<file path="config.mk">
export PLATFORM = sky130hd
export DESIGN_NAME = barrel_shifter_pipe
export DESIGN_NICKNAME = d
export VERILOG_FILES = /design/src/rtl/barrel_shift_pkg.sv /design/src/rtl/barrel_shift_stage.sv /design/src/rtl/barrel_shifter_pipe.sv
export SDC_FILE = /design/constraint.sdc
export NUM_CORES = 1
export LEC_CHECK = 0
export BUFFER_PORTS_ARGS = -buffer_cell sky130_fd_sc_hd__buf_2
export CORE_ASPECT_RATIO = 0.75
export CORE_UTILIZATION = 50
export CTS_CLUSTER_DIAMETER = 150
export DETAILED_ROUTE_END_ITERATION = 8
export GPL_TIMING_DRIVEN = 0
export PLACE_DENSITY = 0.74
export SYNTH_ARGS = -nofsm -noshare
export SYNTH_HDL_FRONTEND = slang
export SYNTH_SLANG_ARGS = --single-unit
</file>
<file path="constraint.sdc">
create_clock -name clk -period 1.8 [get_ports clk]
set_input_delay 0.18 -clock clk [delete_from_list [all_inputs] [get_ports clk]]
set_output_delay 0.18 -clock clk [all_outputs]
set_load 0.01 [all_outputs]
</file>
<file path="src/rtl/barrel_shift_pkg.sv">
// Shared definitions for the pipelined barrel shifter: shift-mode encodings.
package barrel_shift_pkg;

    typedef logic [1:0] mode_t;

    localparam mode_t MODE_LSR = 2'b00;
    localparam mode_t MODE_ASR = 2'b01;
    localparam mode_t MODE_LSL = 2'b10;
    localparam mode_t MODE_ROR = 2'b11;

endpackage

</file>
<file path="src/rtl/barrel_shift_stage.sv">
// One barrel-shifter level: conditional shift by 2**STAGE_IDX, with guard/sticky
// tracking for right shifts, plus its payload register and valid/load handshake.
module barrel_shift_stage
    import barrel_shift_pkg::*;
#(
    parameter  int DATA_W    = 8,
    parameter  int SHAMT_W   = $clog2(DATA_W),
    parameter  int STAGE_IDX = 0,
    localparam int PAY_W     = DATA_W + SHAMT_W + 4
) (
    input  logic             clk,
    input  logic             rst_n,
    input  logic             up_valid_i,
    input  logic [PAY_W-1:0] up_pay_i,
    input  logic             take_i,
    output logic             load_o,
    output logic             valid_o,
    output logic [PAY_W-1:0] pay_o
);

    localparam int SHIFT = 1 << STAGE_IDX;
    localparam logic [DATA_W-1:0] LOW_MASK = (DATA_W'(1) << (SHIFT - 1)) - DATA_W'(1);

    typedef struct packed {
        logic [DATA_W-1:0]  data;
        logic [SHAMT_W-1:0] shamt;
        mode_t              mode;
        logic               guard;
        logic               sticky;
    } payload_t;

    function automatic payload_t shift_level(input payload_t p);
        payload_t                  r;
        logic signed [DATA_W-1:0]  sdata;
        r     = p;
        sdata = p.data;
        if (p.shamt[STAGE_IDX]) begin
            case (p.mode)
                MODE_LSR: r.data = p.data >> SHIFT;
                MODE_ASR: r.data = $unsigned(sdata >>> SHIFT);
                MODE_LSL: r.data = p.data << SHIFT;
                default:  r.data = (p.data >> SHIFT) | (p.data << (DATA_W - SHIFT));
            endcase
            // The previous guard drops into sticky; the new guard is the last bit out.
            if (p.mode == MODE_LSR || p.mode == MODE_ASR) begin
                r.guard  = p.data[SHIFT-1];
                r.sticky = p.sticky | p.guard | (|(p.data & LOW_MASK));
            end
        end
        if (p.mode == MODE_LSL || p.mode == MODE_ROR) begin
            r.guard  = 1'b0;
            r.sticky = 1'b0;
        end
        return r;
    endfunction

    payload_t up_pay;
    payload_t pay_d, pay_q;
    logic     valid_d, valid_q;

    assign up_pay = up_pay_i;
    assign load_o = !valid_q || take_i;

    always_comb begin
        valid_d = valid_q;
        pay_d   = pay_q;
        if (load_o) begin
            valid_d = up_valid_i;
            if (up_valid_i) begin
                pay_d = shift_level(up_pay);
            end
        end
    end

    always_ff @(posedge clk or negedge rst_n) begin
        if (!rst_n) begin
            valid_q <= 1'b0;
            pay_q   <= '0;
        end else begin
            valid_q <= valid_d;
            pay_q   <= pay_d;
        end
    end

    assign valid_o = valid_q;
    assign pay_o   = pay_q;

endmodule

</file>
<file path="src/rtl/barrel_shifter_pipe.sv">
// Pipelined barrel shifter (LSR/ASR/LSL/ROR) with guard/sticky for the rounder;
// one register stage per shift level, valid/ready handshake on both sides.
module barrel_shifter_pipe
    import barrel_shift_pkg::*;
#(
    parameter int DATA_W  = 8,
    parameter int SHAMT_W = $clog2(DATA_W)
) (
    input  logic               clk,
    input  logic               rst_n,
    input  logic               in_valid,
    output logic               in_ready,
    input  logic [DATA_W-1:0]  in_data,
    input  logic [SHAMT_W-1:0] in_shamt,
    input  logic [1:0]         in_mode,
    output logic               out_valid,
    input  logic               out_ready,
    output logic [DATA_W-1:0]  out_data,
    output logic               out_guard,
    output logic               out_sticky
);

    localparam int PAY_W = DATA_W + SHAMT_W + 4;

    typedef struct packed {
        logic [DATA_W-1:0]  data;
        logic [SHAMT_W-1:0] shamt;
        mode_t              mode;
        logic               guard;
        logic               sticky;
    } payload_t;

    logic [SHAMT_W:0]            vld;
    logic [SHAMT_W:0][PAY_W-1:0] pay;
    logic [SHAMT_W-1:0]          load;
    logic [SHAMT_W-1:0]          take;
    payload_t                    in_pay;
    payload_t                    out_pay;
    logic                        alive_q;
    logic                        unused_ctrl;

    // Holds in_ready low until the first clock edge after reset release.
    always_ff @(posedge clk or negedge rst_n) begin
        if (!rst_n) begin
            alive_q <= 1'b0;
        end else begin
            alive_q <= 1'b1;
        end
    end

    assign in_ready = alive_q && load[0];

    always_comb begin
        in_pay        = '0;
        in_pay.data   = in_data;
        in_pay.shamt  = in_shamt;
        in_pay.mode   = in_mode;
    end

    assign vld[0] = in_valid && in_ready;
    assign pay[0] = in_pay;

    for (genvar k = 0; k < SHAMT_W; k++) begin : g_stage
        if (k < SHAMT_W - 1) begin : g_mid
            assign take[k] = load[k+1];
        end else begin : g_last
            assign take[k] = out_ready;
        end

        barrel_shift_stage #(
            .DATA_W    (DATA_W),
            .SHAMT_W   (SHAMT_W),
            .STAGE_IDX (k)
        ) u_stage (
            .clk        (clk),
            .rst_n      (rst_n),
            .up_valid_i (vld[k]),
            .up_pay_i   (pay[k]),
            .take_i     (take[k]),
            .load_o     (load[k]),
            .valid_o    (vld[k+1]),
            .pay_o      (pay[k+1])
        );
    end

    assign out_pay     = pay[SHAMT_W];
    assign out_valid   = vld[SHAMT_W];
    assign out_data    = out_pay.data;
    assign out_guard   = out_pay.guard;
    assign out_sticky  = out_pay.sticky;
    assign unused_ctrl = ^{out_pay.shamt, out_pay.mode};

    // A stalled result must not change until the consumer takes it.
    out_hold_a: assert property (@(posedge clk) disable iff (!rst_n)
        (out_valid && !out_ready) |=> (out_valid && $stable({out_data, out_guard, out_sticky})));

endmodule

</file>
### After elaboration in Yosys (flattened, before gate mapping)

Cells that the tools add are included.

| storage, ports and cells | value |
|---|---|
| input port bits | 17 |
| output and inout bits | 12 |
| register bits | 44 |
| word-level logic and storage cells | 69 |

| cells by class | value |
|---|---|
| eq/ne operators | 9 |
| reduce and logical (&&, ||, !) cells | 21 |
| bitwise logic cells | 7 |
| multiplexer cells | 15 |

Operator list:

| operator | count |
|---|---|
| one-hot mux 8 bit (3 select lines) | 3 |
| two-way mux 8 bit | 3 |
| two-way mux 2 bit | 9 |
| equality test 2 bit, second input constant | 6 |
| logical OR 1 bit | 9 |
| bitwise OR 4 x 8 -> 8 bit | 1 |
| bitwise OR 6 x 8 -> 8 bit | 1 |
| bitwise OR 7 x 8 -> 8 bit | 1 |
| equality test 2 x 1 -> 1 bit, second input constant | 3 |
| zero test 2 bit | 3 |
| AND reduction 2 bit | 3 |
| bitwise OR 1 bit | 4 |
| zero test 1 bit | 3 |
| OR reduction 3 bit | 1 |
| logical AND 1 bit | 2 |

### Logic depth before layout (Yosys ltp)

Gate-level depths: netlist of the first run.

| logic depth | value |
|---|---|
| word-level depth | 7 |
| gate-level depth with buffers | 5 |
| depth with buffers taken out | 3 |

### Hierarchy

Synthesis of the first run repeated with hierarchy kept, for this count alone.

| second synthesis, totals | value |
|---|---|
| cell total of the unflattened synthesis | 222 |
| area total of the unflattened synthesis | 2567.5 um^2 |

Modules (own cells, without submodules):

| module | cells each | seq. area each (um^2) | times used | area each (um^2) |
|---|---|---|---|---|
| barrel_shift_stage at g_stage[0].u_stage | 73 | 400.4 | 1 | 870.8 |
| barrel_shift_stage at g_stage[1].u_stage | 71 | 400.4 | 1 | 840.8 |
| barrel_shift_stage at g_stage[2].u_stage | 73 | 400.4 | 1 | 810.8 |
| barrel_shifter_pipe | 5 | 25.0 | 1 | 45.0 |

### Worst setup path after synthesis of the first run

Ideal clock, no wire load.

| timing | value |
|---|---|
| kind | register -> register |
| start point | register g_stage[2].u_stage.valid_q |
| end point | register g_stage[0].u_stage.pay_q (netlist bit g_stage[0].u_stage.pay_o[2]) |
| arrival | 1170 ps |
| required time | 1675 ps |
| path slack | 505 ps |
| library setup time | 125 ps |
| cell stages (with the launch flop) | 5 |
| cells stage by stage | dfrtp_1 nand4b_2 nand3_2 buf_6 mux2_2 |

| on the way | value |
|---|---|
| word-level cells in the longest chain between the ends | 7 |

Ends and longest elaborated chain:

| element | line | RTL |
|---|---|---|
| start: declaration | barrel_shift_stage.sv:59 | `logic valid_d, valid_q;` |
| start signal: assignment | barrel_shift_stage.sv:80 | `valid_q <= valid_d;` |
| zero test 1 bit * | barrel_shift_stage.sv:62 | `assign load_o = !valid_q \|\| take_i;` |
| logical OR 1 bit * (3 in a row) | barrel_shift_stage.sv:62 |  |
| logical AND 1 bit | barrel_shifter_pipe.sv:51 | `assign in_ready = alive_q && load[0];` |
| logical AND 1 bit | barrel_shifter_pipe.sv:60 | `assign vld[0] = in_valid && in_ready;` |
| AND reduction 2 bit (no line) * | -- |  |
| end signal: assignment | barrel_shift_stage.sv:81 | `pay_q <= pay_d;` |
| end: declaration | barrel_shift_stage.sv:58 | `payload_t pay_d, pay_q;` |

Mark *: on every way between the ends. The rest lies on a longest branch, timed or not.
A chain may end at the register's enable or synchronous reset.

### Final worst setup path of the first run

| timing | value |
|---|---|
| start point | register g_stage[1].u_stage.valid_q |
| end point | output port in_ready |

| on the way | value |
|---|---|
| word-level cells in the longest chain between the ends | 4 |

Ends and longest elaborated chain:

| element | line | RTL |
|---|---|---|
| start: declaration | barrel_shift_stage.sv:59 |  |
| start signal: assignment | barrel_shift_stage.sv:80 |  |
| zero test 1 bit | barrel_shift_stage.sv:62 |  |
| logical OR 1 bit (2 in a row) | barrel_shift_stage.sv:62 |  |
| logical AND 1 bit | barrel_shifter_pipe.sv:51 |  |
| end: declaration | barrel_shifter_pipe.sv:12 | `output logic in_ready,` |

No other way between the ends.

==> results of run 1 <==
## critical path: cells and delay by family, from the launching register on
family / cells / cell delay [ps]
AND/OR/NAND/NOR: 2 / 370
flip-flops: 1 / 350
buffers and inverters: 2 / 280
## cell families after synthesis
kind of cell / share of synthesized area
buffers and inverters: 0.0483
DFF: 0.466
other: 0.00174
AOI/OAI and AO/OA: 0.216
muxes: 0.106
and+or+nand+nor: 0.162
## cells in the final DEF, fill, tap and decap left out, drive strengths merged
cell and instances:
dfrtp 40, buf 36, mux2 15, a31oi 14, a21oi 14, nor2 12
clkbuf 12, and3b 11, a211oi 11, o21ai 11, nor2b 9, nand2 8
o31ai 7, nand2b 6, o211ai 5, o2bb2ai 5, inv 4, mux2i 4
nand3 3, and2 2, nand3b 2, a41oi 2, nand4b 1, and4b 1
o41ai 1, or3 1, a211o 1, conb 1, clkinv 1, bufinv 1
## power groups by stage
stage	sequential [mW]	combinational, mW	clock [mW]
2_1_floorplan	1.31	0.568	0
3_3_place_gp	1.30	0.843	0
3_5_place_dp	1.31	0.867	0
4_1_cts	1.29	0.872	0.723
5_1_grt	1.33	0.970	0.760
6_report	1.29	0.873	0.714
## layout make-up
type | count | share of cell area
Sequential cell | 40 | 0.407
Tap cell | 55 | 0.0280
Timing Repair Buffer | 27 | 0.0549
Clock inverter | 2 | 0.0142
Multi-Input combinational cell | 147 | 0.425
Inverter | 4 | 0.00610
Clock buffer | 6 | 0.0295
Buffer | 15 | 0.0361
## layer usage
layer / share of wire / vias up / global-route usage
li1: - / 832 / -
met1: 0.51 / 870 / 0.335
met2: 0.44 / 36 / 0.344
met3: 0.047 / 2 / 0.0465
met4: 0.0022 / 0 / 0.0431
met5: 0 / - / 0
## through the flow
| step | worst slack [ps] | cell area [um2] | power, mW | util |
|---|---|---|---|---|
| 4_1_cts | 340 | 2460 | 2.89 | 0.603 |
| 3_3_place_gp | 436 | 2350 | 2.14 | 0.577 |
| 3_5_place_dp | 406 | 2350 | 2.17 | 0.577 |
| 6_report | 344 | 2460 | 2.88 | 0.603 |
| 5_1_grt | 275 | 2460 | 3.06 | 0.603 |
| 2_1_floorplan | 505 | 2150 | 1.88 | - |
## sequential cells by signal, indices dropped and copies added (netlist names)
name / cells
alive_q: 1
g_stage.u_stage.pay_o: 36
g_stage.u_stage.valid_o: 3
## path summary, 6_finish.rpt
path / from / endpoint
max: g_stage[1].u_stage.valid_o / in_ready
min: rst_n / g_stage[2].u_stage.pay_o[13]
max reg2reg: g_stage[0].u_stage.pay_o[2] / g_stage[1].u_stage.pay_o[12]
min reg2reg: g_stage[2].u_stage.pay_o[0] / g_stage[2].u_stage.pay_o[0]
max in group asynchronous: rst_n / g_stage[1].u_stage.pay_o[13]
min in group clk: in_shamt[2] / g_stage[0].u_stage.pay_o[6]
==> impl_metrics.ini, run 1 <==
[die]
die-width_um = 77.7
die-area_mm2 = 0.00457
initial_utilization = 0.527
chipHeight_um = 58.8
fp-row-count = 20
boundaryPins = 29
core_mm2 = 0.00408

[grt]
grt_usage = 0.225
grt_pass1_wl_um = 7940
grt_overflow = 0
grt_pass1_vias = 1662
antenna_found_initial = 0
grt_max_degree = 41

[synth]
synth.distinct_cells = 34
yosysMostFrequentCell = dfrtp_1
yosys_warnings = 0
ys_seq_area_frac = 0.466
synthCells = 206
synth_edf_count = 0
postSynthAreaPerCell_um2 = 10.4
synth.area.top_cells = dfrtp_1, mux2_2, and3b_1, a31oi_1, a211oi_1
yosysTopAreaCell = dfrtp_1
synth_nets = 223
ys_seq_elements = 40
ys_async_sr_fraction = 1.00
syn-cell-area_mm2 = 0.00215
synth_top_area_frac = 0.466
synthFlopType = dfrtp_1
yosys-top-cells-count = dfrtp_1, a21oi_1, a31oi_1, nor2_1

[setup_path]
r2r_cells = 4
worst_path_max_delay_cell = dfrtp_1
start_kind = flip-flop
crit_type = reg2out
cp_cell_sequence = buf_6 > nand4b_2 > and2_1 > buf_2
crit_path_end_kind = output port
required_ps = 1620
crit_arrival_ps = 1280
r2r_slack_ps = 350
max_stage_delay_ps = 350
cp_max_fo = 10

[clock_tree]
clockBufferDepth = 2
cts_root_buf = clkbuf_8
numClockSinks = 40
cts_tree = built
clk_latency_ps = 290
cts_hold_buffers = 0
cts_setup_buffers = 0
cts_buffers = 5
clkTransAtPathRegs_ps = 80
htreeDepth = 2
cts_resized = 0

[final_layout]
num-fill-cells = 352
num_antenna_cells = 0
seqCellArea_mm2 = 0.00100
multi_input_area_mm2 = 0.00104
drive_gt1_frac = 0.266
area_growth_pct = 14.5
stdcell_count = 296
nets = 257

[power]
leakage_nw = 1.12
swShare = 0.320
max-vdd-ir-drop_v = 0.000514
p_seq_frac = 0.449
intPower_mw = 1.96
power.share.clock = 0.248
comb_power_share = 0.303
cellPowerDensity_mw_per_mm2 = 1170
p_switching_mw = 0.923

[sta]
fin_tns_setup_ps = 0
period_share = 0.809
hold_violations = 0
slew-limit-headroom = 0.415
grt_setup_unrepaired = no
holdWs_ps = 2.42
finalSetupViolCount = 0
max_freq_mhz = 687
tightest_slew_ps = 878
fin_worst_skew_ps = 7.34
period_needed_ps = 1460
slew_violations = 0

[route]
viasPerCell = 5.88
dr.pass1.iters = 4
drc = 0
drt_iter0_markers = 140
vias = 1740
ant_nets = 0
drt_wl_total_um = 4640
wl_per_cell_um = 15.7

[place]
dp.cells = 288
gp_congestion = 0.806
dp_hpwl_um = 3320
port_buffers = 27

[status]
status = completed

[worst_hold_path]
hp-class = in2async

[flow_run]
maxCapViolations = 0
(Power assumes the default switching activity.)
==> inputs of run 2 (changes only) <==
- ABC_AREA: not set -> 1
- clock period: 1.8 -> 1.4 ns (I/O delays scaled with it)
==> impl_metrics.ini, run 2 <==
[synth]
synth.area.top_cells = dfrtp_1, nand2_1, nand3_1, inv_1, o21ai_0
yosys_warnings = 0
yosys-top-cells-count = nand2_1, dfrtp_1, nand3_1, inv_1, o21ai_0
synth_top_area_frac = 0.469
ys_async_sr_fraction = 1.00
yosysMostFrequentCell = nand2_1
synthCells = 295
synthFlopType = dfrtp_1
synth.distinct_cells = 23
synth_nets = 312
syn-cell-area_mm2 = 0.00213
postSynthAreaPerCell_um2 = 7.23
ys_seq_area_frac = 0.469
synth_edf_count = 0
yosysTopAreaCell = dfrtp_1
ys_seq_elements = 40

[power]
p_switching_mw = 1.11
swShare = 0.345
cellPowerDensity_mw_per_mm2 = 1320
power.share.clock = 0.222
max-vdd-ir-drop_v = 0.000794
comb_power_share = 0.284
intPower_mw = 2.10
leakage_nw = 1.34
p_seq_frac = 0.494

[sta]
fin_worst_skew_ps = 6.93
period_share = 0.939
max_freq_mhz = 760
slew_violations = 0
period_needed_ps = 1320
finalSetupViolCount = 0
hold_violations = 0
fin_tns_setup_ps = 0
slew-limit-headroom = 0.415
grt_setup_unrepaired = no
tightest_slew_ps = 878

[setup_path]
crit_type = reg2out
max_stage_delay_ps = 410
r2r_cells = 6
crit_path_end_kind = output port
crit_arrival_ps = 1180
critical_path_buf_inv_count = 2
r2r-end = g_stage[1].u_stage.pay_o[8]
endpoint = in_ready
worst_path_max_delay_cell = dfrtp_1
crit_start = g_stage[2].u_stage.valid_o
required_ps = 1260
rr_startpoint = g_stage[0].u_stage.pay_o[2]
critical-path-top-delay-family = flip-flops
r2r_slack_ps = 140
cp_max_fo = 4
path_depth = 4
cp_cell_sequence = nand4_2 > nand2_2 > inv_1 > buf_2
start_kind = flip-flop

[route]
ant_nets = 0
dr.pass1.iters = 5
drt_iter0_markers = 162
drc = 0
viasPerCell = 5.15
wl_per_cell_um = 11.9
drt_wl_total_um = 4590
vias = 1981

[grt]
grt_pass1_vias = 1743
grt_max_degree = 41
grt_pass1_wl_um = 7780
met2_usage = 0.326
grt_overflow = 0
grt_most_used_layer = met2
globalRouteMet1Util = 0.326
antenna_found_initial = 0
grtUsageMet3 = 0.0512
grt_usage = 0.221

[clock_tree]
cts_buffers = 5
cts_root_buf = clkbuf_8
clk_latency_ps = 290
clockBufferDepth = 2
htreeDepth = 2
numClockSinks = 40
cts_tree = built
clkTransAtPathRegs_ps = 70

[final_layout]
area_growth_pct = 13.8
stdcell_count = 385
largest_reg_flops = 36
layout_commonest_cell = nand2_1
num_antenna_cells = 0
most-common-layout-cells = nand2_1, dfrtp_1, nand3_1, inv_1, buf_2
drive_gt1_frac = 0.161
nets = 347

[place]
port_buffers = 27
dp.cells = 377
dp_hpwl_um = 3460
gp_congestion = 0.895

[die]
initial_utilization = 0.523
die-width_um = 77.4
boundaryPins = 29
core_mm2 = 0.00408
fp-row-count = 20
die-area_mm2 = 0.00453
chipHeight_um = 58.6

[worst_hold_path]
hp-class = in2reg

[status]
status = completed

[flow_run]
maxCapViolations = 0
## run 2: how the worst min path moves through the flow
stage,start,to,cells after the start
after floorplan,rst_n,alive_q,0
after global placement,rst_n,alive_q,1
after CTS,in_shamt[2],g_stage[0].u_stage.pay_o[6],3
final,in_shamt[2],g_stage[0].u_stage.pay_o[6],3
after global routing,in_shamt[2],g_stage[0].u_stage.pay_o[6],3
after detailed placement,rst_n,alive_q,1
## run 2: layer usage
| metal | share of wire | vias up |
|---|---|---|
| li1 | - | 1002 |
| met1 | 0.53 | 927 |
| met2 | 0.41 | 45 |
| met3 | 0.052 | 7 |
| met4 | 0.0085 | 0 |
| met5 | 0 | - |
## run 2: kinds of logic (layout without fill, tap and decap cells)
group                  Yosys count  in the layout  share of synthesized area
other                            1              1                    0.00176
AO/OA/AOI/OAI                   40             40                     0.0974
flip-flops                      40             40                      0.469
buffers and inverters           45             80                     0.0956
AND/OR/NAND/NOR                169            169                      0.336
## run 2: power groups by stage
stage	sequential [mW]	clock, mW	combinational, mW
2_1_floorplan	1.63	0	0.561
3_3_place_gp	1.60	0	0.884
3_5_place_dp	1.60	0	0.906
4_1_cts	1.58	0.724	0.912
5_1_grt	1.62	0.775	1.04
6_report	1.58	0.710	0.912
## run 2: worst reg2reg max path, delay by kind of cell, from the launching register on
family	cells	cell delay [ps]
AND/OR/NAND/NOR	3	390
flip-flops	1	420
AO/OA/AOI/OAI	2	150
buffers and inverters	1	210
## run 2: timing repair
| action | CTS | global route |
|---|---|---|
| setup buffers | 0 | 0 |
| endpoints found under the hold margin | 15 | 0 |
| endpoints found under the setup margin | 0 | 1 |
| gates resized for setup | 0 | 1 |
| hold buffers | 1 | 0 |
## run 2: per-stage QoR
| step | area (um2) | util | hold WS [ps] | power [mW] | setup slack [ps] |
|---|---|---|---|---|---|
| 2_1_floorplan | 2130 | - | -156 | 2.19 | 320 |
| 4_1_cts | 2420 | 0.594 | 37.8 | 3.22 | 34.6 |
| 3_3_place_gp | 2340 | 0.573 | 302 | 2.48 | 203 |
| 3_5_place_dp | 2340 | 0.573 | 307 | 2.51 | 181 |
| 6_report | 2430 | 0.595 | 39.2 | 3.21 | 85.0 |
| 5_1_grt | 2430 | 0.595 | 46.0 | 3.43 | 2.13 |
## run 2: final cells by class
| class | instances | area [um2] |
|---|---|---|
| clock inverters | 1 | 5.00 |
| clock buffers | 6 | 72.6 |
| fillers | 390 | 1650 |
| plain buffers | 10 | 72.6 |
| flip-flops and latches | 40 | 1000 |
| inverters | 35 | 131 |
| well taps | 55 | 68.8 |
| multi-input cells | 210 | 931 |
| repair buffers | 28 | 145 |
==> inputs of run 3 (changes only) <==
- PLACE_DENSITY: 0.74 -> 0.69
==> impl_metrics.ini, run 3 (synthesized netlist as in run 2, its figures left out) <==
[power]
intPower_mw = 2.16
comb_power_share = 0.280
leakage_nw = 1.36
p_switching_mw = 1.15
power.share.clock = 0.241
swShare = 0.346
cellPowerDensity_mw_per_mm2 = 1350
max-vdd-ir-drop_v = 0.000617
p_seq_frac = 0.479

[sta]
finalSetupViolCount = 0
slew_violations = 0
fin_worst_skew_ps = 4.17
tightest_slew_ps = 869
slew-limit-headroom = 0.421
fin_tns_setup_ps = 0
period_share = 0.941
max_freq_mhz = 759
holdWs_ps = 39.2
hold_violations = 0
layout_setup_ws_ps = 82.4
period_needed_ps = 1320
grt_setup_unrepaired = no

[setup_path]
max_stage_delay_ps = 400
crit_arrival_ps = 1180
required_ps = 1260
cp_max_fo = 3
start_kind = flip-flop
worst_path_max_delay_cell = dfrtp_1
cp_cell_sequence = nand4_2 > nand2_2 > inv_1 > buf_2
crit_type = reg2out
crit_path_end_kind = output port

[clock_tree]
htreeDepth = 2
clk_latency_ps = 300
cts_buffers = 5
clockBufferDepth = 2
numClockSinks = 40
cts_root_buf = clkbuf_8
cts_tree = built
clkTransAtPathRegs_ps = 70

[final_layout]
nets = 349
num_antenna_cells = 0
largest_reg_flops = 36
area_growth_pct = 15.2
layout_commonest_cell = nand2_1
num-fill-cells = 406
drive_gt1_frac = 0.171
multi_input_area_um2 = 931
most-common-layout-cells = nand2_1, dfrtp_1, nand3_1, inv_1, buf_2
seqCellArea_mm2 = 0.00100

[route]
wirelength_met1_um = 2400
drc = 0
ant_nets = 0
route.met3.wl_um = 291
viasPerCell = 5.05
drt_iter0_markers = 141
dr.pass1.iters = 4
vias = 1961
drt_wl_total_um = 4660
wl_per_cell_um = 12.0
top_layer_used = met4
wl_met2_um = 1900

[die]
initial_utilization = 0.523
chipHeight_um = 58.6
core_mm2 = 0.00408
die-width_um = 77.4
die-area_mm2 = 0.00453
boundaryPins = 29
fp-row-count = 20

[worst_hold_path]
hp-class = in2reg

[grt]
grt_pass1_vias = 1803
grt_usage = 0.236
grt_pass1_wl_um = 8120
grt_max_degree = 41
grt_overflow = 0
antenna_found_initial = 0

[status]
status = completed

[place]
dp_hpwl_um = 3550
port_buffers = 27
gp_congestion = 0.901
pre_cts_slack_ps = 193

[flow_run]
maxCapViolations = 0
[run 3: changes by cell type in the layout (fill, tap and decap cells not counted), sizes merged]
| cell | previous run | this run |
|---|---|---|
| buf | 36 | 38 |
| clkinv | 2 | 3 |
[run 3: final cells by class]
type                       instances  area share
inverter                          35      0.0535
tap                               55      0.0280
clock buffer                       6      0.0336
timing repair buffer              30      0.0652
buffer                            10      0.0295
clock inverter                     2     0.00407
sequential                        40       0.407
multi-input combinational        210       0.379
[run 3: path summary, 6_finish.rpt]
| kind | from | end | slack, ps | cells past startpoint |
|---|---|---|---|---|
| max | g_stage[2].u_stage.valid_o | in_ready | 80 | 4 |
| min | in_shamt[1] | g_stage[0].u_stage.pay_o[5] | 40 | 3 |
| max reg2reg | g_stage[0].u_stage.pay_o[2] | g_stage[1].u_stage.pay_o[8] | 150 | 6 |
| min reg2reg | g_stage[2].u_stage.pay_o[13] | g_stage[2].u_stage.pay_o[13] | 480 | 2 |
| max in group asynchronous | rst_n | g_stage[2].u_stage.pay_o[7] | 360 | 2 |
| min in group asynchronous | rst_n | g_stage[0].u_stage.pay_o[13] | 500 | 2 |
[run 3: worst max-delay path: cells and delay by family, from the launching register on]
family,cells,cell delay [ps]
buf+inv,2,170
flops,1,400
simple gates,2,310
[run 3: power groups by stage]
stage	registers (mW)	clock network, mW	logic [mW]
after CTS	1.59	0.808	0.919
after global routing	1.62	0.859	1.08
final	1.58	0.798	0.926
after global placement	1.60	0	0.895
after floorplan	1.63	0	0.561
after detailed placement	1.61	0	0.913
[run 3: layer usage]
| layer | vias up | global-route usage |
|---|---|---|
| met5 | - | 0 |
| met4 | 0 | 0.0889 |
| met3 | 8 | 0.0527 |
| met2 | 47 | 0.335 |
| met1 | 900 | 0.354 |
| li1 | 1006 | - |
[run 3: per-stage QoR]
step	cells	total power, mW	util	instance area, um2
after floorplan	295	2.19	-	2130
after global placement	377	2.49	0.573	2340
after detailed placement	377	2.52	0.573	2340
after CTS	386	3.31	0.598	2440
after global routing	388	3.55	0.602	2460
final	388	3.31	0.602	2460
[run 3: what timing repair did]
| action | CTS | global route |
|---|---|---|
| buffers inserted | 0 | 2 |
| resized for setup | 0 | 1 |
| endpoints found under the hold margin | 40 | 0 |
| hold buffers | 1 | 0 |
| endpoints found under the setup margin | 0 | 1 |
